`src/rtl/switch_allocator_rr.sv`:
```
// switch_allocator_rr
//   Separable input-first switch allocator. Each input port first picks one
//   eligible VC with a round-robin arbiter. Each output port then picks one
//   of the input ports whose chosen VC targets it, again round-robin. The
//   winners are registered and drive the input ports' sa_valid/sa_sel_vc
//   inputs and the crossbar select lines.
//
// Ports
//   clk              : clock, rising edge
//   rst              : asynchronous reset, active-low
//   switch_request_i : [ip*VC_NUM+v] VC v of input ip has a flit ready
//   out_port_i       : routed output port per input VC (PORT_W each)
//   downstream_vc_i  : downstream VC per input VC (VC_W each)
//   on_off_i         : [op*VC_NUM+d] downstream VC d behind output op is on
//   valid_sel_o      : input port ip won this cycle
//   vc_sel_o         : winning VC per input port, 0 when not valid
//   xb_valid_o       : output port op is driven this cycle
//   xb_sel_o         : input port routed to output op, 0 when not valid
module switch_allocator_rr #(
    parameter int PORT_NUM = 5,
    parameter int VC_NUM   = 2,
    parameter int VC_W     = (VC_NUM > 1) ? $clog2(VC_NUM) : 1,
    parameter int PORT_W   = (PORT_NUM > 1) ? $clog2(PORT_NUM) : 1
) (
    input  logic                           clk,
    input  logic                           rst,
    input  logic [PORT_NUM*VC_NUM-1:0]        switch_request_i,
    input  logic [PORT_NUM*VC_NUM*PORT_W-1:0] out_port_i,
    input  logic [PORT_NUM*VC_NUM*VC_W-1:0]   downstream_vc_i,
    input  logic [PORT_NUM*VC_NUM-1:0]        on_off_i,
    output logic [PORT_NUM-1:0]               valid_sel_o,
    output logic [PORT_NUM*VC_W-1:0]          vc_sel_o,
    output logic [PORT_NUM-1:0]               xb_valid_o,
    output logic [PORT_NUM*PORT_W-1:0]        xb_sel_o
);

    // Round-robin search helper: (base + k) folded back into [0, n).
    // base < n and k < n always hold, so a single subtraction suffices.
    function automatic int wrap_add(input int base, input int k, input int n);
        int s;
        s = base + k;
        if (s >= n) s = s - n;
        return s;
    endfunction

    logic [PORT_W-1:0] req_op  [PORT_NUM][VC_NUM];
    logic [VC_W-1:0]   req_dvc [PORT_NUM][VC_NUM];
    logic [VC_NUM-1:0] elig    [PORT_NUM];

    logic [VC_W-1:0]   in_ptr  [PORT_NUM];
    logic [PORT_W-1:0] out_ptr [PORT_NUM];

    logic [PORT_NUM-1:0] cand;
    logic [VC_W-1:0]     w1     [PORT_NUM];
    logic [PORT_W-1:0]   w1_op  [PORT_NUM];

    logic [PORT_NUM-1:0] xb_win;
    logic [PORT_W-1:0]   xb_ip  [PORT_NUM];
    logic [PORT_NUM-1:0] in_win;

    logic [PORT_NUM-1:0]        valid_sel_p1;
    logic [PORT_NUM*VC_W-1:0]   vc_sel_p1;
    logic [PORT_NUM-1:0]        xb_valid_p1;
    logic [PORT_NUM*PORT_W-1:0] xb_sel_p1;

    // ---- eligibility: request, legal route, downstream VC switched on ----
    always_comb begin
        for (int ip = 0; ip < PORT_NUM; ip++) begin
            elig[ip] = '0;
            for (int v = 0; v < VC_NUM; v++) begin
                req_op[ip][v]  = out_port_i[(ip*VC_NUM+v)*PORT_W +: PORT_W];
                req_dvc[ip][v] = downstream_vc_i[(ip*VC_NUM+v)*VC_W +: VC_W];
                // Out-of-range routes are silently treated as no request.
                if (switch_request_i[ip*VC_NUM+v] &&
                    int'(req_op[ip][v]) < PORT_NUM &&
                    int'(req_dvc[ip][v]) < VC_NUM) begin
                    elig[ip][v] = on_off_i[int'(req_op[ip][v])*VC_NUM + int'(req_dvc[ip][v])];
                end
            end
        end
    end

    // ---- stage 1: per-input VC arbitration ----
    always_comb begin
        for (int ip = 0; ip < PORT_NUM; ip++) begin
            cand[ip]  = 1'b0;
            w1[ip]    = '0;
            for (int k = 0; k < VC_NUM; k++) begin
                if (!cand[ip] && elig[ip][wrap_add(int'(in_ptr[ip]), k, VC_NUM)]) begin
                    cand[ip] = 1'b1;
                    w1[ip]   = VC_W'(wrap_add(int'(in_ptr[ip]), k, VC_NUM));
                end
            end
            w1_op[ip] = req_op[ip][w1[ip]];
        end
    end

    // ---- stage 2: per-output input-port arbitration ----
    always_comb begin
        for (int op = 0; op < PORT_NUM; op++) begin
            xb_win[op] = 1'b0;
            xb_ip[op]  = '0;
            for (int k = 0; k < PORT_NUM; k++) begin
                if (!xb_win[op] &&
                    cand[wrap_add(int'(out_ptr[op]), k, PORT_NUM)] &&
                    int'(w1_op[wrap_add(int'(out_ptr[op]), k, PORT_NUM)]) == op) begin
                    xb_win[op] = 1'b1;
                    xb_ip[op]  = PORT_W'(wrap_add(int'(out_ptr[op]), k, PORT_NUM));
                end
            end
        end
    end

    // An input port is fully granted when some output chose it.
    always_comb begin
        for (int ip = 0; ip < PORT_NUM; ip++) begin
            in_win[ip] = 1'b0;
            for (int op = 0; op < PORT_NUM; op++) begin
                if (xb_win[op] && int'(xb_ip[op]) == ip) in_win[ip] = 1'b1;
            end
        end
    end

    // ---- register stage: grants and pointer updates ----
    always_ff @(posedge clk or negedge rst) begin
        if (!rst) begin
            valid_sel_p1 <= '0;
            vc_sel_p1    <= '0;
            xb_valid_p1  <= '0;
            xb_sel_p1    <= '0;
            for (int i = 0; i < PORT_NUM; i++) begin
                in_ptr[i]  <= '0;
                out_ptr[i] <= '0;
            end
        end else begin
            for (int ip = 0; ip < PORT_NUM; ip++) begin
                valid_sel_p1[ip]             <= in_win[ip];
                vc_sel_p1[ip*VC_W +: VC_W]   <= in_win[ip] ? w1[ip] : '0;
                // Pointers move only on a full grant; stage-1 losers keep theirs.
                if (in_win[ip]) in_ptr[ip] <= VC_W'(wrap_add(int'(w1[ip]), 1, VC_NUM));
            end
            for (int op = 0; op < PORT_NUM; op++) begin
                xb_valid_p1[op]                <= xb_win[op];
                xb_sel_p1[op*PORT_W +: PORT_W] <= xb_win[op] ? xb_ip[op] : '0;
                if (xb_win[op]) out_ptr[op] <= PORT_W'(wrap_add(int'(xb_ip[op]), 1, PORT_NUM));
            end
        end
    end

    assign valid_sel_o = valid_sel_p1;
    assign vc_sel_o    = vc_sel_p1;
    assign xb_valid_o  = xb_valid_p1;
    assign xb_sel_o    = xb_sel_p1;

endmodule

```
`config.mk`:
```
export PLATFORM = sky130hd
export DESIGN_NAME = switch_allocator_rr
export DESIGN_NICKNAME = d
export VERILOG_FILES = /design/src/rtl/switch_allocator_rr.sv
export SDC_FILE = /design/constraint.sdc
export NUM_CORES = 1
export LEC_CHECK = 0
export BUFFER_PORTS_ARGS = -buffer_cell sky130_fd_sc_hd__buf_2
export CORE_ASPECT_RATIO = 1.5
export CORE_UTILIZATION = 56
export DETAILED_ROUTE_END_ITERATION = 16
export PLACE_DENSITY = 0.79
export RECOVER_POWER = 25
export SKIP_CTS_REPAIR_TIMING = 1
export SYNTH_ARGS = -nofsm -noshare
export SYNTH_HDL_FRONTEND = slang
export SYNTH_SLANG_ARGS = --single-unit
export TNS_END_PERCENT = 20
```
`constraint.sdc`:
```
create_clock -name clk -period 8.4 [get_ports clk]
set_input_delay 0.84 -clock clk [delete_from_list [all_inputs] [get_ports clk]]
set_output_delay 0.84 -clock clk [all_outputs]
set_load 0.01 [all_outputs]
```
==> reports/qor.txt <==
status: finished, violations left
failing checks: max-capacitance violations, max-slew violations
Die Area: 19900 sq um
max-slew violations: 51
first-pass GRT wire length: 61100 um
Post-Syn Area: 10800 sq um
H-Tree Depth: 2
CTS Root Cell: clkbuf_16
type of origin of the critical path: flip-flop
CTS tree: built
Comb pwr share: 87.1%
most common flop cell mapped by yosys: dfrtp_1
share of async-settable or async-resettable flops after synthesis: 100%
core area: 19100 sq um
Syn Inst Count: 1462
Clk pwr share: 4.1%
max_cap viols: 1
Via Count: 12117
largest family of logic cells by synthesized area: compound AO/OA/AOI/OAI gates
Hold Violations, Final: 0
Avg Cell Area, Syn: 7.42 sq um
final setup vio count: 0
post-synth top area share: 11.5%
synth top area cells: dfrtp_1 12%, ha_1 10%, a21oi_1 5.2%, mux2i_1 4.8%, nor2_1 4.5%
Seq pwr share: 8.8%
Non-Filler Instances: 1746
Final min period: 6.02 ns
DR pass1 iterations: 6
post-route setup TNS: 0 ns
vias in the first global route: 11198
initial antenna violation count: 2
Synth area leader: dfrtp_1
switching power share of the total: 59.1%
Clock Sinks: 50
GRT overflow: 0
RePlAce Congestion: 1.05
sequential share of the synthesized area: 11.5%
Pwr Total: 5.56 mW
fin crit share: 71.7%
# rows: 62
met1 wire length: 14900 um
clk buf depth: 2
clock slew at reported path FFs: 0.08 ns
GRT Total Usage: 40.6%
unrepaired setup endpoints after global routing: no
WL met2: 19200 um
Final HPWL DP: 32000 um
synthesized net count: 1615
P per Cell Area: 485 nW/um^2
Area growth syn-to-layout: 5.73%
WL final: 40600 um
static leakage: 4.96 nW
CTS Buf Count: 5
routed wl met3: 2970 um
Buffers on Ports: 91
Post-Synth XOR/XNOR Area: 2.91%
nets: 1641
Worst VDD drop: 0.344 mV
drt wl/cell: 23.3 um
die extent in y: 172 um
FF+latch count, synth: 50
Layout Skew: 0.00876 ns
Placed Instances: 1737
worst path required time: 8.62 ns
utilization after layout: 60.1%
Least-Margin Pin Slew: 3.04 ns
vias per cell: 6.94
Highest Signal Layer: met4
mux cell area share after synthesis: 8.26%
First DRT Iteration DRCs: 1319
fmax: 166 MHz
Clk Latency, worst-skew pair: 0.33 ns
simple-gate portion of the synthesized area: 24.4%
CP endpoint kind: flip-flop
number of synthesized flops with an enable pin: 0
kind of critical path: flip-flop to flip-flop
yosys warns: 0
Hold Path Class: flip-flop to flip-flop
layout cell share with drive strength beyond 1: 13.4%
Int Power: 2.27 mW
Detail Route Antenna Nets: 0
largest net degree at the start of global routing: 51
FF-to-FF setup slack: 2.38 ns
crit path max fanout: 21
Critical Path AT: 6.24 ns
P_sw: 3.29 mW
width of the die: 116 um
Adder-Cell Fraction of Synth Area: 10.5%
complex-gate fraction of the synthesized area: 36.1%
Relative slew margins: -102%
worst hold slack: 0.640 ns
drt drc: 0
Initial Utilization: 56.8%
Ports: 92
post-synth cell types: 117
# fillers: 1906
==> worst max-delay path: stages (launching register included) <==
cell and delay [ns]:
dfrtp_1 0.84, inv_2 0.27, ha_1 0.77, nor2_1 0.22, a21oi_1 0.37, nor4_1 0.11
nor4_2 0.43, nand2_1 0.10, o311ai_0 0.46, a21oi_1 0.16, a221oi_1 0.59, inv_1 0.17
ha_1 0.25, a2bb2oi_1 0.45, nand4b_1 0.41, and2_1 0.29
==> layout make-up <==
type                    instances  area [sq um]  share of cell area, %
well taps                     256           320                   2.79
inverters                      94           353                   3.08
diodes                          1          2.50                 0.0218
clock inverters                 3          26.3                  0.229
flip-flops and latches         50          1250                   10.9
repair buffers                 95           482                   4.20
clock buffers                   5           125                   1.09
multi-input cells            1242          8910                   77.7
==> layer usage <==
layer  track usage, %  up-vias
li1                 -     5595
met1             44.3     5699
met4             31.9        0
met2             69.3      618
met5                0        -
met3             6.48      205
==> final timing paths <==
kind	endpoint	startpoint	cells past startpoint
max	vc_sel_o[2]	out_ptr[6]	15
min	in_ptr[0]	in_ptr[0]	1
max reg2reg	vc_sel_o[2]	out_ptr[6]	15
min reg2reg	in_ptr[0]	in_ptr[0]	1
max in group asynchronous	out_ptr[13]	rst	2
min in group asynchronous	out_ptr[2]	rst	2
==> cell families after synthesis <==
| kind of cell | count (synthesis) |
|---|---|
| flip-flops | 50 |
| AO/OA/AOI/OAI | 535 |
| XOR/XNOR | 36 |
| AND/OR/NAND/NOR | 503 |
| buffers and inverters | 170 |
| adder cells (fa/ha/maj) | 91 |
| multiplexers | 77 |
==> placed cells by master (no fill, tap or decap), types with 12 or more instances in the layout <==
cell type | Yosys | layout
a31oi_1 | 17 | 17
o21a_1 | 13 | 13
mux2_2 | 16 | 16
mux2i_1 | 52 | 52
nor2b_1 | 22 | 22
and3_1 | 17 | 17
o21ai_0 | 90 | 90
a211oi_1 | 17 | 17
nor4_1 | 12 | 12
xnor2_1 | 26 | 26
ha_1 | 91 | 91
a21oi_1 | 112 | 112
o211ai_1 | 29 | 29
a21o_1 | 16 | 16
o22ai_1 | 22 | 22
and2_1 | 29 | 29
inv_1 | 89 | 89
nor3_1 | 40 | 40
nand2_1 | 100 | 100
nand2b_1 | 25 | 25
a32oi_1 | 12 | 12
buf_2 | 22 | 91
nor2_1 | 129 | 129
dfrtp_1 | 50 | 50
a22oi_1 | 13 | 13
nand3_1 | 39 | 39
==> sequential cells by signal, summed over array words and instances, names as in the netlist <==
| signal | flops |
|---|---|
| xb_valid_o | 5 |
| out_ptr | 15 |
| valid_sel_o | 5 |
| vc_sel_o | 5 |
| in_ptr | 5 |
| xb_sel_o | 15 |
==> power by group through the flow <==
stage	clock (mW)	combinational (mW)	sequential [mW]
2_1_floorplan	0	3.59	0.444
4_1_cts	0.228	4.71	0.486
3_3_place_gp	0	4.61	0.487
5_1_grt	0.237	5.28	0.504
6_report	0.227	4.85	0.488
3_5_place_dp	0	4.67	0.490
==> cell usage after synthesis (10+ instances only) <==
cell type	instances
a31oi_1	17
nand4_1	10
nor3_1	40
xnor2_1	26
o21a_1	13
and2_1	29
ha_1	91
o22ai_1	22
a211oi_1	17
a22oi_1	13
a21o_1	16
nand2b_1	25
nor2b_1	22
a21oi_1	112
nand3b_1	11
mux2_2	16
mux2i_1	52
clkbuf_1	47
a32oi_1	12
nor4_1	12
nand2_1	100
or3_1	11
and3_1	17
inv_1	89
o211ai_1	29
o21ai_0	90
nor2_1	129
nand3_1	39
xor2_1	10
o32ai_1	11
buf_2	22
dfrtp_1	50
a221oi_1	10
a21boi_0	11
a221o_1	11
nor3b_1	10
==> stage by stage <==
stage	area, sq um	worst slack, ns
global placement	11300	2.31
CTS	11500	2.51
detailed placement	11300	2.28
global route	11500	2.05
finish	11500	2.38
floorplan	10800	3.25
Power figures use the tool's default switching activity.
